`config.mk`:
```
export PLATFORM = sky130hd
export DESIGN_NAME = seq_pattern_gen
export DESIGN_NICKNAME = d
export VERILOG_FILES = /design/src/rtl/seq_pattern_gen.sv
export SDC_FILE = /design/constraint.sdc
export NUM_CORES = 1
export LEC_CHECK = 0
export CAP_MARGIN = 20
export CORE_MARGIN = 2
export CORE_UTILIZATION = 30
export CTS_CLUSTER_DIAMETER = 100
export DETAILED_ROUTE_END_ITERATION = 10
export SETUP_SLACK_MARGIN = 0.3
export SYNTH_ARGS = -nofsm -noshare
export SYNTH_HDL_FRONTEND = slang
export SYNTH_SLANG_ARGS = --single-unit
```
`constraint.sdc`:
```
create_clock -name clk -period 3.9 [get_ports clk]
set_clock_uncertainty 0.1 [all_clocks]
set_input_delay 0.585 -clock clk [delete_from_list [all_inputs] [get_ports clk]]
set_output_delay 0.585 -clock clk [all_outputs]
set_load 0.005 [all_outputs]
```
`src/rtl/seq_pattern_gen.sv`:
```
// Serial pattern transmitter: emits a loaded word MSB-first for rep+1 passes and
// counts the overlapping "1011" completions a Moore detector should report.
module seq_pattern_gen #(
  parameter int unsigned WIDTH = 16,
  parameter int unsigned LEN_W = $clog2(WIDTH + 1),
  parameter int unsigned REP_W = 4,
  parameter int unsigned CNT_W = 8
) (
  input  logic             clk,
  input  logic             rst,
  input  logic             load_valid,
  output logic             load_ready,
  input  logic [WIDTH-1:0] load_data,
  input  logic [LEN_W-1:0] load_len,
  input  logic [REP_W-1:0] load_rep,
  input  logic             pause,
  output logic             out,
  output logic             out_valid,
  output logic             busy,
  output logic             done,
  output logic [CNT_W-1:0] match_cnt
);

  typedef enum logic {IDLE, SHIFT} state_e;
  typedef enum logic [2:0] {T0, T1, T2, T3, T4} trk_e;

  state_e            state_q, state_d;
  trk_e              trk_q, trk_d, trk_nxt;
  logic [WIDTH-1:0]  data_q, data_d;
  logic [LEN_W-1:0]  len_q, len_d;
  logic [LEN_W-1:0]  idx_q, idx_d;
  logic [REP_W-1:0]  pass_q, pass_d;
  logic              fin_q, fin_d;
  logic              out_q, out_d;
  logic              out_valid_q, out_valid_d;
  logic              done_q, done_d;
  logic [CNT_W-1:0]  match_q, match_d;
  logic [LEN_W-1:0]  len_clamp;
  logic [WIDTH-1:0]  shifted;
  logic              cur_bit;

  assign load_ready = (state_q == IDLE);
  assign busy       = (state_q == SHIFT);
  assign out        = out_q;
  assign out_valid  = out_valid_q;
  assign done       = done_q;
  assign match_cnt  = match_q;

  assign len_clamp = (load_len > LEN_W'(WIDTH)) ? LEN_W'(WIDTH) : load_len;
  assign shifted   = data_q >> idx_q;
  assign cur_bit   = shifted[0];

  always_comb begin
    trk_nxt = T0;
    case (trk_q)
      T0:      trk_nxt = cur_bit ? T1 : T0;
      T1:      trk_nxt = cur_bit ? T1 : T2;
      T2:      trk_nxt = cur_bit ? T3 : T0;
      T3:      trk_nxt = cur_bit ? T4 : T2;
      T4:      trk_nxt = cur_bit ? T1 : T2;
      default: trk_nxt = T0;
    endcase
  end

  always_comb begin
    state_d     = state_q;
    trk_d       = trk_q;
    data_d      = data_q;
    len_d       = len_q;
    idx_d       = idx_q;
    pass_d      = pass_q;
    fin_d       = fin_q;
    match_d     = match_q;
    out_d       = 1'b0;
    out_valid_d = 1'b0;
    done_d      = 1'b0;
    case (state_q)
      IDLE: begin
        if (load_valid) begin
          data_d  = load_data;
          len_d   = len_clamp;
          pass_d  = load_rep;
          // fin marks "nothing left to emit", so len=0 goes straight to done
          idx_d   = (len_clamp == '0) ? '0 : len_clamp - LEN_W'(1);
          fin_d   = (len_clamp == '0);
          match_d = '0;
          trk_d   = T0;
          state_d = SHIFT;
        end
      end
      SHIFT: begin
        if (!pause) begin
          if (!fin_q) begin
            out_d       = cur_bit;
            out_valid_d = 1'b1;
            trk_d       = trk_nxt;
            if (trk_nxt == T4 && match_q != '1) match_d = match_q + CNT_W'(1);
            if (idx_q == '0) begin
              if (pass_q != '0) begin
                idx_d  = len_q - LEN_W'(1);
                pass_d = pass_q - REP_W'(1);
              end else begin
                fin_d = 1'b1;
              end
            end else begin
              idx_d = idx_q - LEN_W'(1);
            end
          end else begin
            done_d  = 1'b1;
            state_d = IDLE;
          end
        end
      end
      default: state_d = IDLE;
    endcase
  end

  always_ff @(posedge clk) begin
    if (rst) begin
      state_q     <= IDLE;
      trk_q       <= T0;
      data_q      <= '0;
      len_q       <= '0;
      idx_q       <= '0;
      pass_q      <= '0;
      fin_q       <= 1'b0;
      out_q       <= 1'b0;
      out_valid_q <= 1'b0;
      done_q      <= 1'b0;
      match_q     <= '0;
    end else begin
      state_q     <= state_d;
      trk_q       <= trk_d;
      data_q      <= data_d;
      len_q       <= len_d;
      idx_q       <= idx_d;
      pass_q      <= pass_d;
      fin_q       <= fin_d;
      out_q       <= out_d;
      out_valid_q <= out_valid_d;
      done_q      <= done_d;
      match_q     <= match_d;
    end
  end

endmodule

```
==> out/summary.json, run 1 <==
{
  "synth": {
    "synth-warning-count": 0,
    "post-synth-top-area-fraction_pct": 38.2,
    "netlist-cell-type-count": 49,
    "synth-edff-count": 0,
    "synth.net_count": 345,
    "syn-cell-area_um2": 2410,
    "synth_ff_type": "sky130_fd_sc_hd__dfxtp_1",
    "synth_top_area_cell": "sky130_fd_sc_hd__dfxtp_1",
    "synth.yosys.seq_area_share_pct": 38.2,
    "ys_seq_elements": 46,
    "synth.avg_cell_area_um2": 7.76,
    "post_synth_inst_count": 311,
    "synth-async-reset-ratio_pct": 0,
    "synth.area.top_cells": "sky130_fd_sc_hd__dfxtp_1 38%, sky130_fd_sc_hd__nand2_1 8.7%, sky130_fd_sc_hd__a21oi_1 8.3%"
  },
  "hold_path": {
    "holdPathEnd": "data_q[6]",
    "holdCritPathClass": "flip-flop to flip-flop",
    "worstHoldPathCells": 2,
    "hold_start": "data_q[6]"
  },
  "layout": {
    "fill_cells": 816,
    "post_route_cells_drive_above_1_share_pct": 5.81,
    "layout.cells.most_common": "sky130_fd_sc_hd__nand2_1",
    "most_frequent_cells_in_the_layout": "56 x sky130_fd_sc_hd__nand2_1, 46 x sky130_fd_sc_hd__dfxtp_1, 41 x sky130_fd_sc_hd__clkdlybuf4s50_1",
    "final_cell_count_without_fillers": 446,
    "syn_to_final_growth_pct": 25.9,
    "total_number_of_nets_in_the_final_design": 377,
    "antenna_cells": 0,
    "finalInstanceArea_um2": 3040
  },
  "worst_setup_path": {
    "r2r_end": "idx_q[4]",
    "worst_r2r_path_depth": 9,
    "endpoint_kind": "output pin",
    "timing.critical_path.fanout_max": 19,
    "cp_data_arrival_time_ns": 1.97,
    "timing_worst_setup_path_type": "flip-flop to output pin",
    "worstPathRequired_ns": 3.21,
    "start_kind": "flip-flop",
    "regToRegStartpoint": "idx_q[0]",
    "setup.reg_to_reg.worst_slack_ns": 1.42
  },
  "detailed_routing": {
    "drc_violations_left": 0,
    "met1_length_mm": 2.80,
    "drt-wirelength-per-cell_um": 13.0,
    "firstDrtPassIters": 4,
    "drt_wl_total_mm": 5.81,
    "dr_total_vias": 2258,
    "met2_length_mm": 2.72,
    "via_per_inst": 5.06,
    "maxUsedRoutingLayer": "met4",
    "ant_nets": 0,
    "detailedRoute.firstIterationViolations": 109,
    "met3RoutedLength_um": 258
  },
  "global_routing": {
    "vias_in_the_first_global_route": 2056,
    "global_router_s_overall_resource_usage_pct": 13.9,
    "globalRouteOverflowTotal": 0,
    "largest_net_degree_at_the_start_of_global_routing": 28,
    "initial_antenna_violation_count": 0,
    "grt_pass1_wl_mm": 9.73
  },
  "sta": {
    "fmax_mhz": 376,
    "report.final.hold_viol_count": 0,
    "finalSetupViolations": 0,
    "tightestPinTransition_ns": 0.766,
    "period_needed_ns": 2.66,
    "rsz0062_at_grt": "false",
    "worst_slew_margin_rel_pct": 48.7,
    "timing.setup.tns_ns": 0,
    "period_share_pct": 68.2,
    "slew_viol_final": 0,
    "holdWs_ns": 0.357
  },
  "run": {
    "reported_max_cap_violation_count": 0
  },
  "place": {
    "place.gp.congestion": 0.908,
    "dpl_cell_area_um2": 2890,
    "port_buffers": 41,
    "dp_hpwl_mm": 4.16,
    "place_inst": 438
  },
  "floorplanning": {
    "rows": 32,
    "fp.dieH_um": 93.7,
    "initial_core_util_pct": 31.1,
    "die_w_um": 93.7,
    "fp.dieArea_um2": 8770,
    "design.portCount": 42,
    "placeable_core_area_um2": 7770
  },
  "outcome": {
    "run_status": "completed"
  },
  "clocking": {
    "postCtsHoldBufs": 0,
    "h_tree_lvls": 2,
    "clock_latency_ns": 0.29,
    "cts_setup_buffers": 0,
    "numCtsBuffers": 5,
    "number_of_buffers_on_the_longest_clock_path": 2,
    "cts.repair.resized": 0,
    "clock_sink_count": 46,
    "cts-root-buf": "sky130_fd_sc_hd__clkbuf_8",
    "cts_tree": "built",
    "cts.reportedPaths.clkPinSlew_ns": 0.09
  },
  "power_and_ir_drop": {
    "static-leakage-power_nw": 1.05,
    "powerDensity_nw_per_um2": 393,
    "vdd_drop_max_mv": 0.229
  }
}
-- sequential cells by signal, indices dropped and copies added (netlist names) --
| signal | flops |
|---|---|
| busy | 1 |
| data_q | 16 |
| done | 1 |
| fin_q | 1 |
| idx_q | 5 |
| len_q | 5 |
| match_cnt | 8 |
| out | 1 |
| out_valid | 1 |
| pass_q | 4 |
| trk_q | 3 |
-- worst max-delay path by stage --
| stage | from | to | slack, ns | depth (start not counted) |
|---|---|---|---|---|
| 6_report | busy | load_ready | 1.24 | 2 |
| 5_1_grt | busy | load_ready | 1.07 | 2 |
| 2_1_floorplan | idx_q[2] | idx_q[4] | 1.74 | 11 |
| 3_3_place_gp | load_len[4] | idx_q[3] | 1.14 | 8 |
| 4_1_cts | busy | load_ready | 1.21 | 2 |
| 3_5_place_dp | load_len[4] | idx_q[3] | 1.14 | 8 |
-- metrics by stage --
stage,worst slack [ns],power [mW],util [%]
global route,1.07,1.26,39.1
detailed placement,1.14,0.769,37.3
finish,1.24,1.19,39.1
global placement,1.14,0.767,37.3
floorplan,1.74,0.692,-
CTS,1.21,1.20,39.1
-- layer usage --
metal / track usage (%) / vias up
met2: 22.4 / 50
li1: - / 1170
met1: 19.0 / 1034
met5: 0 / -
met4: 4.11 / 0
met3: 2.73 / 4
-- cells in the mapped netlist (all sizes together), types with 6 or more instances --
master / n
mux2i: 11
clkbuf: 13
nand3: 9
nor3: 8
nor2: 21
inv: 8
nand4: 7
a21oi: 41
or3: 7
dfxtp: 46
nand2: 56
buf: 6
o21ai: 9
nand2b: 7
-- where the power goes --
part / leakage, nW / internal, mW / total (mW) / switching (mW)
registers: 0.376 / 0.496 / 0.531 / 0.0352
clock network: 0.0714 / 0.273 / 0.436 / 0.162
logic: 0.604 / 0.106 / 0.227 / 0.121
-- cells by family after synthesis --
kind of cell	Yosys count	share of synthesized area (%)
buffers and inverters	27	4.51
XOR/XNOR	2	0.726
AO/OA/AOI/OAI	80	20.6
adder cells (fa/ha/maj)	5	2.59
flip-flops	46	38.2
multiplexers	11	4.56
AND/OR/NAND/NOR	140	28.8
-- cell type report --
class                           count  area (um^2)  area share [%]
Sequential cell                    46          921            30.3
Tap cell                          102          128            4.20
Multi-Input combinational cell    238         1380            45.5
Timing Repair Buffer               44          433            14.3
Clock inverter                      2         60.1            1.98
Inverter                            8         30.0           0.989
Clock buffer                        6         82.6            2.72
-- worst max-delay path: stages, from the launching register on --
cell and delay (ns):
sky130_fd_sc_hd__dfxtp_1 0.73, sky130_fd_sc_hd__inv_1 0.40, sky130_fd_sc_hd__clkdlybuf4s50_1 0.54
No activity file was read; power rests on OpenSTA's default activity.
==> inputs of run 2 (changes only) <==
==> constraint.sdc (replaced) <==
create_clock -name clk -period 2.7 [get_ports clk]
set_clock_uncertainty 0.1 [all_clocks]
set_input_delay 0.405 -clock clk [delete_from_list [all_inputs] [get_ports clk]]
set_output_delay 0.405 -clock clk [all_outputs]
set_load 0.005 [all_outputs]
==> out/summary.json, run 2 (synthesized netlist as in run 1, its figures left out) <==
{
  "power_and_ir_drop": {
    "vdd_drop_max_mv": 0.188,
    "static-leakage-power_nw": 1.06,
    "powerDensity_nw_per_um2": 509
  },
  "detailed_routing": {
    "detailedRoute.firstIterationViolations": 76,
    "drc_violations_left": 0,
    "ant_nets": 0,
    "firstDrtPassIters": 4,
    "drt-wirelength-per-cell_um": 13.2,
    "drt_wl_total_mm": 5.99,
    "via_per_inst": 5.09,
    "dr_total_vias": 2312
  },
  "sta": {
    "period_share_pct": 81.2,
    "tightestPinTransition_ns": 0.614,
    "fmax_mhz": 456,
    "period_needed_ns": 2.19,
    "worst_slew_margin_rel_pct": 59.1,
    "slew_viol_final": 0,
    "rsz0062_at_grt": "false",
    "holdWs_ns": 0.359,
    "finalSetupViolations": 0,
    "timing.setup.tns_ns": 0,
    "report.final.hold_viol_count": 0
  },
  "layout": {
    "flip_flop_count_of_the_largest_register_all_copies_and_words_added": 16,
    "syn_to_final_growth_pct": 26.6,
    "finish.utilization_pct": 39.3,
    "layout.cells.most_common": "sky130_fd_sc_hd__nand2_1",
    "largest_register": "data_q",
    "fill_cells": 827,
    "total_number_of_nets_in_the_final_design": 385,
    "antenna_cells": 0,
    "most_frequent_cells_in_the_layout": "56 x sky130_fd_sc_hd__nand2_1, 42 x sky130_fd_sc_hd__dfxtp_1, 41 x sky130_fd_sc_hd__clkdlybuf4s50_1",
    "post_route_cells_drive_above_1_share_pct": 9.38
  },
  "worst_setup_path": {
    "timing_worst_setup_path_type": "flip-flop to flip-flop",
    "worst_setup_path_startpoint": "pass_q[0]",
    "critical_path.slowest_cell": "sky130_fd_sc_hd__o22ai_1",
    "timing.critical_path.cells": "inv_1 > ha_1 > nor3b_1 > nor3b_1 > o22ai_1 > o21ai_0 > o21a_1 > nor2_1",
    "cp_data_arrival_time_ns": 2.35,
    "r2r_end": "pass_q[2]",
    "worst_r2r_path_depth": 8,
    "worstSetupPathDepth": 8,
    "setup.reg_to_reg.worst_slack_ns": 0.51,
    "timing.critical_path.fanout_max": 8,
    "regToRegStartpoint": "pass_q[0]",
    "critical-path-top-cell-by-count": "sky130_fd_sc_hd__nor3b_1",
    "crit_family": "compound AO/OA/AOI/OAI gates",
    "timing.critical_path.to": "pass_q[2]",
    "worstPathRequired_ns": 2.86,
    "cp.buffers_inverters": 1,
    "endpoint_kind": "flip-flop",
    "slowest_stage_delay_cp_ns": 0.51,
    "start_kind": "flip-flop"
  },
  "clocking": {
    "cts_tree": "built",
    "cts.reportedPaths.clkPinSlew_ns": 0.10,
    "clock_sink_count": 46,
    "h_tree_lvls": 2,
    "cts-root-buf": "sky130_fd_sc_hd__clkbuf_8",
    "number_of_buffers_on_the_longest_clock_path": 2,
    "numCtsBuffers": 5,
    "clock_latency_ns": 0.31
  },
  "global_routing": {
    "vias_in_the_first_global_route": 2239,
    "globalRouteOverflowTotal": 0,
    "largest_net_degree_at_the_start_of_global_routing": 27,
    "initial_antenna_violation_count": 0,
    "grt_pass1_wl_mm": 10.3,
    "global_router_s_overall_resource_usage_pct": 14.5
  },
  "floorplanning": {
    "initial_core_util_pct": 31.1,
    "rows": 32,
    "die_w_um": 93.7,
    "fp.dieH_um": 93.7,
    "fp.dieArea_um2": 8770,
    "design.portCount": 42,
    "placeable_core_area_um2": 7770
  },
  "place": {
    "place.gp.congestion": 0.875,
    "dp_hpwl_mm": 4.33,
    "port_buffers": 41
  },
  "outcome": {
    "run_status": "completed"
  },
  "run": {
    "reported_max_cap_violation_count": 0
  },
  "hold_path": {
    "holdCritPathClass": "flip-flop to flip-flop"
  }
}
run 2: stage by stage:
stage	cells	power, mW	instance area (um^2)	setup WS [ns]
2_1_floorplan	311	1.00	2410	0.542
6_report	454	1.55	3050	0.507
4_1_cts	454	1.57	3050	0.441
5_1_grt	454	1.65	3050	0.338
3_5_place_dp	446	1.12	2950	0.185
3_3_place_gp	446	1.12	2950	0.294
run 2: worst min-delay path by stage:
stage / startpoint / to / depth (start not counted)
floorplan: data_q[0] / data_q[0] / 2
global placement: data_q[6] / data_q[6] / 2
detailed placement: data_q[6] / data_q[6] / 2
CTS: data_q[6] / data_q[6] / 2
global route: data_q[15] / data_q[15] / 2
finish: data_q[6] / data_q[6] / 2
run 2: power breakdown:
group          switching [mW]  internal (mW)
logic                   0.191          0.163
registers              0.0342          0.718
clock network           0.262          0.186
total                   0.487           1.07
run 2: area by class of cell:
type / count / area (um^2) / area share, %
multi-input combinational: 238 / 1380 / 45.3
sequential: 46 / 926 / 30.3
timing repair buffer: 52 / 493 / 16.1
tap: 102 / 128 / 4.18
clock buffer: 5 / 68.8 / 2.25
inverter: 8 / 30.0 / 0.984
clock inverter: 3 / 23.8 / 0.779
run 2: routing by layer:
metal	wire length [um]	up-vias	track usage [%]
met1	2880	1053	18.4
met4	109	0	5.07
met3	256	12	3.13
li1	-	1191	-
met2	2740	56	24.3
met5	0	-	0
run 2: timing repair:
action / 4_1_cts / 5_1_grt
endpoints found under the setup margin: 0 / 1
hold endpoints to repair: 0 / 0
resized for setup: 0 / 5
buffers inserted: 0 / 0
hold buffers: 0 / 0
run 2: worst register-to-register path, stage by stage, from the launching register on:
cell                      delay (ns)
sky130_fd_sc_hd__dfxtp_1        0.35
sky130_fd_sc_hd__inv_1          0.08
sky130_fd_sc_hd__ha_1           0.14
sky130_fd_sc_hd__nor3b_1        0.45
sky130_fd_sc_hd__nor3b_1        0.12
sky130_fd_sc_hd__o22ai_1        0.51
sky130_fd_sc_hd__o21ai_0        0.19
sky130_fd_sc_hd__o21a_1         0.13
sky130_fd_sc_hd__nor2_1         0.07
